## src/rtl/mem_loader_pkg.sv

```systemverilog
// mem_loader shared types: FSM states, error causes
// and the wrap-around checksum helper.
package mem_loader_pkg;

  typedef enum logic [2:0] {
    IDLE,
    LOAD,
    CHECK,
    VERIFY,
    DONE,
    ERROR
  } state_t;

  typedef enum logic [1:0] {
    ERR_NONE     = 2'd0,
    ERR_LEN      = 2'd1,
    ERR_STREAM   = 2'd2,
    ERR_READBACK = 2'd3
  } err_t;

  // Modular add truncated to w bits; caller narrows the result.
  function automatic logic [63:0] csum_add(
    input logic [63:0] a,
    input logic [63:0] b,
    input int          w
  );
    logic [63:0] m;
    m = (w >= 64) ? '1 : ((64'd1 << w) - 64'd1);
    return (a + b) & m;
  endfunction

endpackage

```

## src/rtl/mem_loader_if.sv

```systemverilog
// Stream input plus memory port bundle for mem_loader.
// slave = loader side, master = stream source / memory side.
interface mem_loader_if #(
  parameter int WIDTH      = 32,
  parameter int ADDR_WIDTH = 10
);
  logic                  s_valid;
  logic [WIDTH-1:0]      s_data;
  logic                  s_ready;
  logic                  mem_wr_en;
  logic                  mem_rd_en;
  logic [ADDR_WIDTH-1:0] mem_addr;
  logic [WIDTH-1:0]      mem_wr_data;
  logic [WIDTH-1:0]      mem_rd_data;

  modport slave (
    input  s_valid, s_data, mem_rd_data,
    output s_ready, mem_wr_en, mem_rd_en,
    output mem_addr, mem_wr_data
  );

  modport master (
    output s_valid, s_data, mem_rd_data,
    input  s_ready, mem_wr_en, mem_rd_en,
    input  mem_addr, mem_wr_data
  );
endinterface

```

## src/rtl/mem_loader.sv

```systemverilog
// Boot loader: streams an image into memory, then
// reads it back and verifies it against a checksum.
module mem_loader
  import mem_loader_pkg::*;
#(
  parameter int WIDTH      = 32,
  parameter int ADDR_WIDTH = 10
) (
  input  logic                clk,
  input  logic                rst,
  input  logic                start,
  input  logic [ADDR_WIDTH:0] length,
  mem_loader_if.slave         bus,
  output logic                busy,
  output logic                done,
  output logic                error,
  output logic [1:0]          err_cause
);

  localparam logic [ADDR_WIDTH:0] ONE     = 1;
  localparam logic [ADDR_WIDTH:0] DEPTH_L =
    {1'b1, {ADDR_WIDTH{1'b0}}};

  state_t              state_q;
  err_t                cause_q;
  logic [ADDR_WIDTH:0] cnt_q;
  logic [ADDR_WIDTH:0] len_q;
  logic [WIDTH-1:0]    sum_q;
  logic [WIDTH-1:0]    rsum_q;
  logic [WIDTH-1:0]    exp_q;
  logic                ok_q;
  logic                busy_q;
  logic                done_q;
  logic                error_q;

  logic             hs;
  logic             last;
  logic             bad_len;
  logic [WIDTH-1:0] sum_d;
  logic [WIDTH-1:0] rsum_d;

  assign bus.s_ready = !rst &&
    (state_q == LOAD || state_q == CHECK);
  assign bus.mem_wr_en = !rst &&
    state_q == LOAD && bus.s_valid;
  assign bus.mem_rd_en = !rst && state_q == VERIFY;
  assign bus.mem_addr    = cnt_q[ADDR_WIDTH-1:0];
  assign bus.mem_wr_data = bus.s_data;

  assign hs      = bus.s_valid && bus.s_ready;
  assign last    = cnt_q == len_q - ONE;
  assign bad_len = length == '0 || length > DEPTH_L;

  assign sum_d = WIDTH'(csum_add(
    64'(sum_q), 64'(bus.s_data), WIDTH));
  assign rsum_d = WIDTH'(csum_add(
    64'(rsum_q), 64'(bus.mem_rd_data), WIDTH));

  assign busy      = busy_q;
  assign done      = done_q;
  assign error     = error_q;
  assign err_cause = cause_q;

  always_ff @(posedge clk) begin
    if (rst) begin
      state_q <= IDLE;
      cause_q <= ERR_NONE;
      cnt_q   <= '0;
      len_q   <= '0;
      sum_q   <= '0;
      rsum_q  <= '0;
      exp_q   <= '0;
      ok_q    <= 1'b0;
      busy_q  <= 1'b0;
      done_q  <= 1'b0;
      error_q <= 1'b0;
    end else begin
      unique case (state_q)
        IDLE, DONE, ERROR: begin
          if (start && bad_len) begin
            state_q <= ERROR;
            cause_q <= ERR_LEN;
            done_q  <= 1'b0;
            error_q <= 1'b1;
          end else if (start) begin
            state_q <= LOAD;
            cause_q <= ERR_NONE;
            len_q   <= length;
            cnt_q   <= '0;
            sum_q   <= '0;
            busy_q  <= 1'b1;
            done_q  <= 1'b0;
            error_q <= 1'b0;
          end
        end
        LOAD: begin
          if (hs) begin
            sum_q <= sum_d;
            if (last) begin
              state_q <= CHECK;
              cnt_q   <= '0;
            end else begin
              cnt_q <= cnt_q + ONE;
            end
          end
        end
        CHECK: begin
          if (hs) begin
            exp_q   <= bus.s_data;
            ok_q    <= sum_q == bus.s_data;
            cnt_q   <= '0;
            rsum_q  <= '0;
            state_q <= VERIFY;
          end
        end
        VERIFY: begin
          rsum_q <= rsum_d;
          if (last) begin
            cnt_q  <= '0;
            busy_q <= 1'b0;
            // stream mismatch outranks readback mismatch
            if (!ok_q) begin
              state_q <= ERROR;
              cause_q <= ERR_STREAM;
              error_q <= 1'b1;
            end else if (rsum_d != exp_q) begin
              state_q <= ERROR;
              cause_q <= ERR_READBACK;
              error_q <= 1'b1;
            end else begin
              state_q <= DONE;
              done_q  <= 1'b1;
            end
          end else begin
            cnt_q <= cnt_q + ONE;
          end
        end
        default: state_q <= IDLE;
      endcase
    end
  end

endmodule

```

## src/flat_wrapper.sv

```systemverilog
// flat-port wrapper written by rule: the top's interface ports become plain ports
module mem_loader_flat import mem_loader_pkg::*;
#(
  parameter int WIDTH      = 32,
  parameter int ADDR_WIDTH = 10
)
  (clk, rst, start, length, busy, done, error, err_cause, bus_s_valid, bus_s_data, bus_mem_rd_data, bus_s_ready, bus_mem_wr_en, bus_mem_rd_en, bus_mem_addr, bus_mem_wr_data);
  mem_loader_if #(.WIDTH(WIDTH), .ADDR_WIDTH(ADDR_WIDTH)) bus_i ();
  input  logic clk;
  input  logic rst;
  input  logic start;
  input  logic [ADDR_WIDTH:0] length;
  output logic busy;
  output logic done;
  output logic error;
  output logic [1:0] err_cause;
  input wire logic [$bits(bus_i.s_valid)-1:0] bus_s_valid;
  input wire logic [$bits(bus_i.s_data)-1:0] bus_s_data;
  input wire logic [$bits(bus_i.mem_rd_data)-1:0] bus_mem_rd_data;
  output wire logic [$bits(bus_i.s_ready)-1:0] bus_s_ready;
  output wire logic [$bits(bus_i.mem_wr_en)-1:0] bus_mem_wr_en;
  output wire logic [$bits(bus_i.mem_rd_en)-1:0] bus_mem_rd_en;
  output wire logic [$bits(bus_i.mem_addr)-1:0] bus_mem_addr;
  output wire logic [$bits(bus_i.mem_wr_data)-1:0] bus_mem_wr_data;
  assign bus_i.s_valid = bus_s_valid;
  assign bus_i.s_data = bus_s_data;
  assign bus_i.mem_rd_data = bus_mem_rd_data;
  assign bus_s_ready = bus_i.s_ready;
  assign bus_mem_wr_en = bus_i.mem_wr_en;
  assign bus_mem_rd_en = bus_i.mem_rd_en;
  assign bus_mem_addr = bus_i.mem_addr;
  assign bus_mem_wr_data = bus_i.mem_wr_data;
  mem_loader #(.WIDTH(WIDTH), .ADDR_WIDTH(ADDR_WIDTH)) u_core (.clk(clk), .rst(rst), .start(start), .length(length), .bus(bus_i), .busy(busy), .done(done), .error(error), .err_cause(err_cause));
endmodule
```

## config.mk

```make
export PLATFORM = sky130hd
export DESIGN_NAME = mem_loader_flat
export DESIGN_NICKNAME = d
export VERILOG_FILES = /design/src/rtl/mem_loader_pkg.sv /design/src/rtl/mem_loader_if.sv /design/src/rtl/mem_loader.sv /design/src/flat_wrapper.sv
export SDC_FILE = /design/constraint.sdc
export NUM_CORES = 1
export LEC_CHECK = 0
export CORE_UTILIZATION = 25
export CTS_CLUSTER_SIZE = 12
export DETAILED_ROUTE_END_ITERATION = 8
export HOLD_SLACK_MARGIN = 0.03
export MAX_ROUTING_LAYER = met4
export PLACE_DENSITY = 0.49
export SLEW_MARGIN = 20
export SYNTH_ARGS = -nofsm -noshare
export SYNTH_HDL_FRONTEND = slang
export SYNTH_SLANG_ARGS = --single-unit
```

## constraint.sdc

```tcl
create_clock -name clk -period 5.01 [get_ports clk]
set_input_delay 0.7515 -clock clk [delete_from_list [all_inputs] [get_ports clk]]
set_output_delay 0.7515 -clock clk [all_outputs]
set_load 0.005 [all_outputs]
```

==> impl_metrics.env <==
export IMPL_status="finished clean"
export IMPL_via_per_inst=4.92
export IMPL_cp_slowest_cell="or4b_1"
export IMPL_synth_largest_area_cell="dfxtp_1"
export IMPL_top_level_ports=129
export IMPL_path_class="in2reg"
export IMPL_cts_resized=0
export IMPL_die_w_um=202
export IMPL_end_kind="flop"
export IMPL_worstPathCellList="clkdlybuf4s50_1 > ha_1 > inv_1 > fa_1 > and2b_1 > o311a_2 > o21ai_0 > a311oi_1 > xor2_1 > or4b_1 > nor4_1 > nand4_1 > and4b_4 > mux2_4"
export IMPL_ys_seq_elements=127
export IMPL_regArea_um2=2540
export IMPL_initial_core_util_pct=25.6
export IMPL_slew_violations=0
export IMPL_fin_worst_skew_ns=0.0123
export IMPL_h_tree_depth=4
export IMPL_wl_mm=31.7
export IMPL_hpwlAfterDp_mm=24.3
export IMPL_die_height_um=202
export IMPL_fin_setup_tns_ns=0
export IMPL_multi_input_area_um2=6710
export IMPL_fin_crit_sh_pct=87.2
export IMPL_fin_util_pct=30.8
export IMPL_synth_edf_count=0
export IMPL_startpoint_type="input pin"
export IMPL_cts_made_buffers=17
export IMPL_rows=72
export IMPL_hp_class="reg2reg"
export IMPL_layout_min_cycle_time_ns=4.37
export IMPL_antenna_left=0
export IMPL_rsz0062_at_grt="no"
export IMPL_clk_path_buf_depth=2
export IMPL_crit_path_max_incr_delay_ns=0.52
export IMPL_grt_start_max_net_pins=87
export IMPL_worst_path_max_fanout=6
export IMPL_synth_ff_type="dfxtp_1"
export IMPL_cts_setup_buffers=0
export IMPL_dieArea_um2=40800
export IMPL_maxCapViolCount=0
export IMPL_finalHoldViolCount=0
export IMPL_drt_pass1_iter_count=5
export IMPL_diodes=0
export IMPL_synth_cell_types=90
export IMPL_worst_pin_slew_ns=1.06
export IMPL_numPortBuffers=128
export IMPL_grt_overflow=0
export IMPL_first_global_vias=8855
export IMPL_grt_pass1_wl_mm=50.2
export IMPL_core_area_um2=39000
export IMPL_ir_drop_uv=201
export IMPL_wl_per_cell_um=16.7
export IMPL_cts_tree="yes"
export IMPL_root_buffer="clkbuf_16"
export IMPL_async_flop_share_pct=0
export IMPL_synth_top_cell_area_share_pct=25.4
export IMPL_netlist_instances=1319
export IMPL_required_ns=5.33
export IMPL_fmax_ghz=0.229
export IMPL_relSlewSlack_pct=29.2
export IMPL_vias=9325
export IMPL_syn_area_um2=9990
export IMPL_syn_to_final_growth_pct=20.2
export IMPL_synth_warnings=0
export IMPL_track_usage_pct=16.2
export IMPL_ys_seq_area_share_pct=25.4
export IMPL_clock_latency_ns=0.43
export IMPL_synthTopCellsByArea="dfxtp_1 (25%), ha_1 (8.0%), nand2_1 (7.0%)"
export IMPL_clk_pin_slew_ns=0.06
export IMPL_syn_nets=1464
export IMPL_clock_sinks=127
export IMPL_drcViolationCount=0
export IMPL_drt_iter0_markers=562
export IMPL_drive_gt1_share_pct=6.45
export IMPL_fillers=4199
export IMPL_powerDensity_nw_per_um2=285
export IMPL_antenna_found_initial=0
export IMPL_leakage_nw=4.63
export IMPL_final_nets=1511
export IMPL_postCtsHoldBufs=0
export IMPL_final_setup_viol_count=0
export IMPL_arrival_ns=4.69
export IMPL_gp_congestion=0.885
export IMPL_post_synth_cell_area_avg_um2=7.58
synth_stat cells, types with 4 or more instances:
cell type and instances:
xor2_1 28, a22o_1 10, nand3_1 42, o21a_1 10, xnor3_1 5, ha_1 64
nand2b_1 20, inv_1 31, a2111oi_0 4, clkbuf_1 53, buf_2 11, nor4_1 16
o21ai_1 6, mux2i_1 8, xnor2_1 62, or3_1 16, nand4_1 15, and2_1 8
o21ai_0 76, nor3_1 31, nor2_1 96, nor3b_1 4, dfxtp_1 127, or2_2 9
a211o_1 4, a21o_1 31, a31oi_1 11, o31ai_1 6, nor2b_1 8, and4_1 4
a211oi_1 12, a21oi_1 138, o21bai_1 9, buf_4 49, nand2_1 186, and3_1 13
a22oi_1 5
area by class of cell:
class,count,share of cell area (%)
well taps,518,5.39
inverters,32,1.00
clock buffers,18,3.65
repair buffers,145,11.7
multi-input cells,1043,55.8
clock inverters,14,1.28
flip-flops and latches,127,21.2
metrics by stage:
stage / total power [W] / instance area [um2] / hold slack (ns) / setup WS (ns) / std cells
CTS: 0.00347 / 12000 / 0.454 / 0.651 / 1897
finish: 0.00342 / 12000 / 0.451 / 0.640 / 1897
floorplan: 0.00185 / 9990 / 0.429 / 1.04 / 1319
detailed placement: 0.00217 / 11400 / 0.443 / 0.199 / 1865
global placement: 0.00216 / 11400 / 0.438 / 0.248 / 1865
global route: 0.00364 / 12000 / 0.471 / 0.457 / 1897
flip-flops by register name, indices dropped and copies added, names as in the netlist:
| name | flops |
|---|---|
| u_core.error | 1 |
| u_core.err_cause | 2 |
| u_core.busy | 1 |
| u_core.ok_q | 1 |
| u_core.cnt_q | 11 |
| u_core.state_q | 3 |
| u_core.rsum_q | 32 |
| u_core.len_q | 11 |
| u_core.done | 1 |
| u_core.exp_q | 32 |
| u_core.sum_q | 32 |
worst paths after layout:
kind / slack [ns] / endpoint / depth (start not counted) / from
worst max-delay path: 0.64 / u_core.err_cause[0]$_SDFFE_PP0P_ / 14 / bus_mem_rd_data[0]
worst min-delay path: 0.45 / u_core.err_cause[1]$_SDFFE_PP0P_ / 2 / u_core.err_cause[1]$_SDFFE_PP0P_
worst min register to register: 0.45 / u_core.err_cause[1]$_SDFFE_PP0P_ / 2 / u_core.err_cause[1]$_SDFFE_PP0P_
worst max register to register: 1.10 / u_core.err_cause[0]$_SDFFE_PP0P_ / 13 / u_core.rsum_q[0]$_SDFFE_PP0P_
critical path: cells and delay by family:
kind                       cells  cell delay (ns)
AOI/OAI and AO/OA              3             0.77
muxes                          1             0.30
buffers and inverters          2             0.53
xor gates and xnor gates       1             0.10
and+or+nand+nor                5             1.64
adders and majority gates      2             0.61
cell families after synthesis:
logic type      share of synthesized area [%]
fa+ha+maj                                8.41
xor+xnor                                 9.49
mux                                      1.29
buf+inv                                  7.59
simple gates                             23.4
flops                                    25.4
compound gates                           24.4
layout by cell type, fill, tap and decap left out, types with 42 or more instances in the layout:
cell type / count
clkdlybuf4s50_1: 127
o21ai_0: 76
ha_1: 64
a21oi_1: 138
nand3_1: 42
dfxtp_1: 127
xnor2_1: 62
nor2_1: 95
nand2_1: 186
layer usage:
metal / vias up / GRT usage [%] / share of wire [%]
met2: 196 / 24.9 / 45
met1: 4305 / 21.7 / 49
met3: 39 / 2.29 / 3.2
li1: 4785 / - / -
met5: - / - / 0
met4: 0 / 5.19 / 2.0
where the power goes:
group	internal, W	switching, W
Clock	0.000753	0.000522
Combinational	0.000438	0.000572
Sequential	0.00107	0.0000614
(Power assumes the default switching activity.)
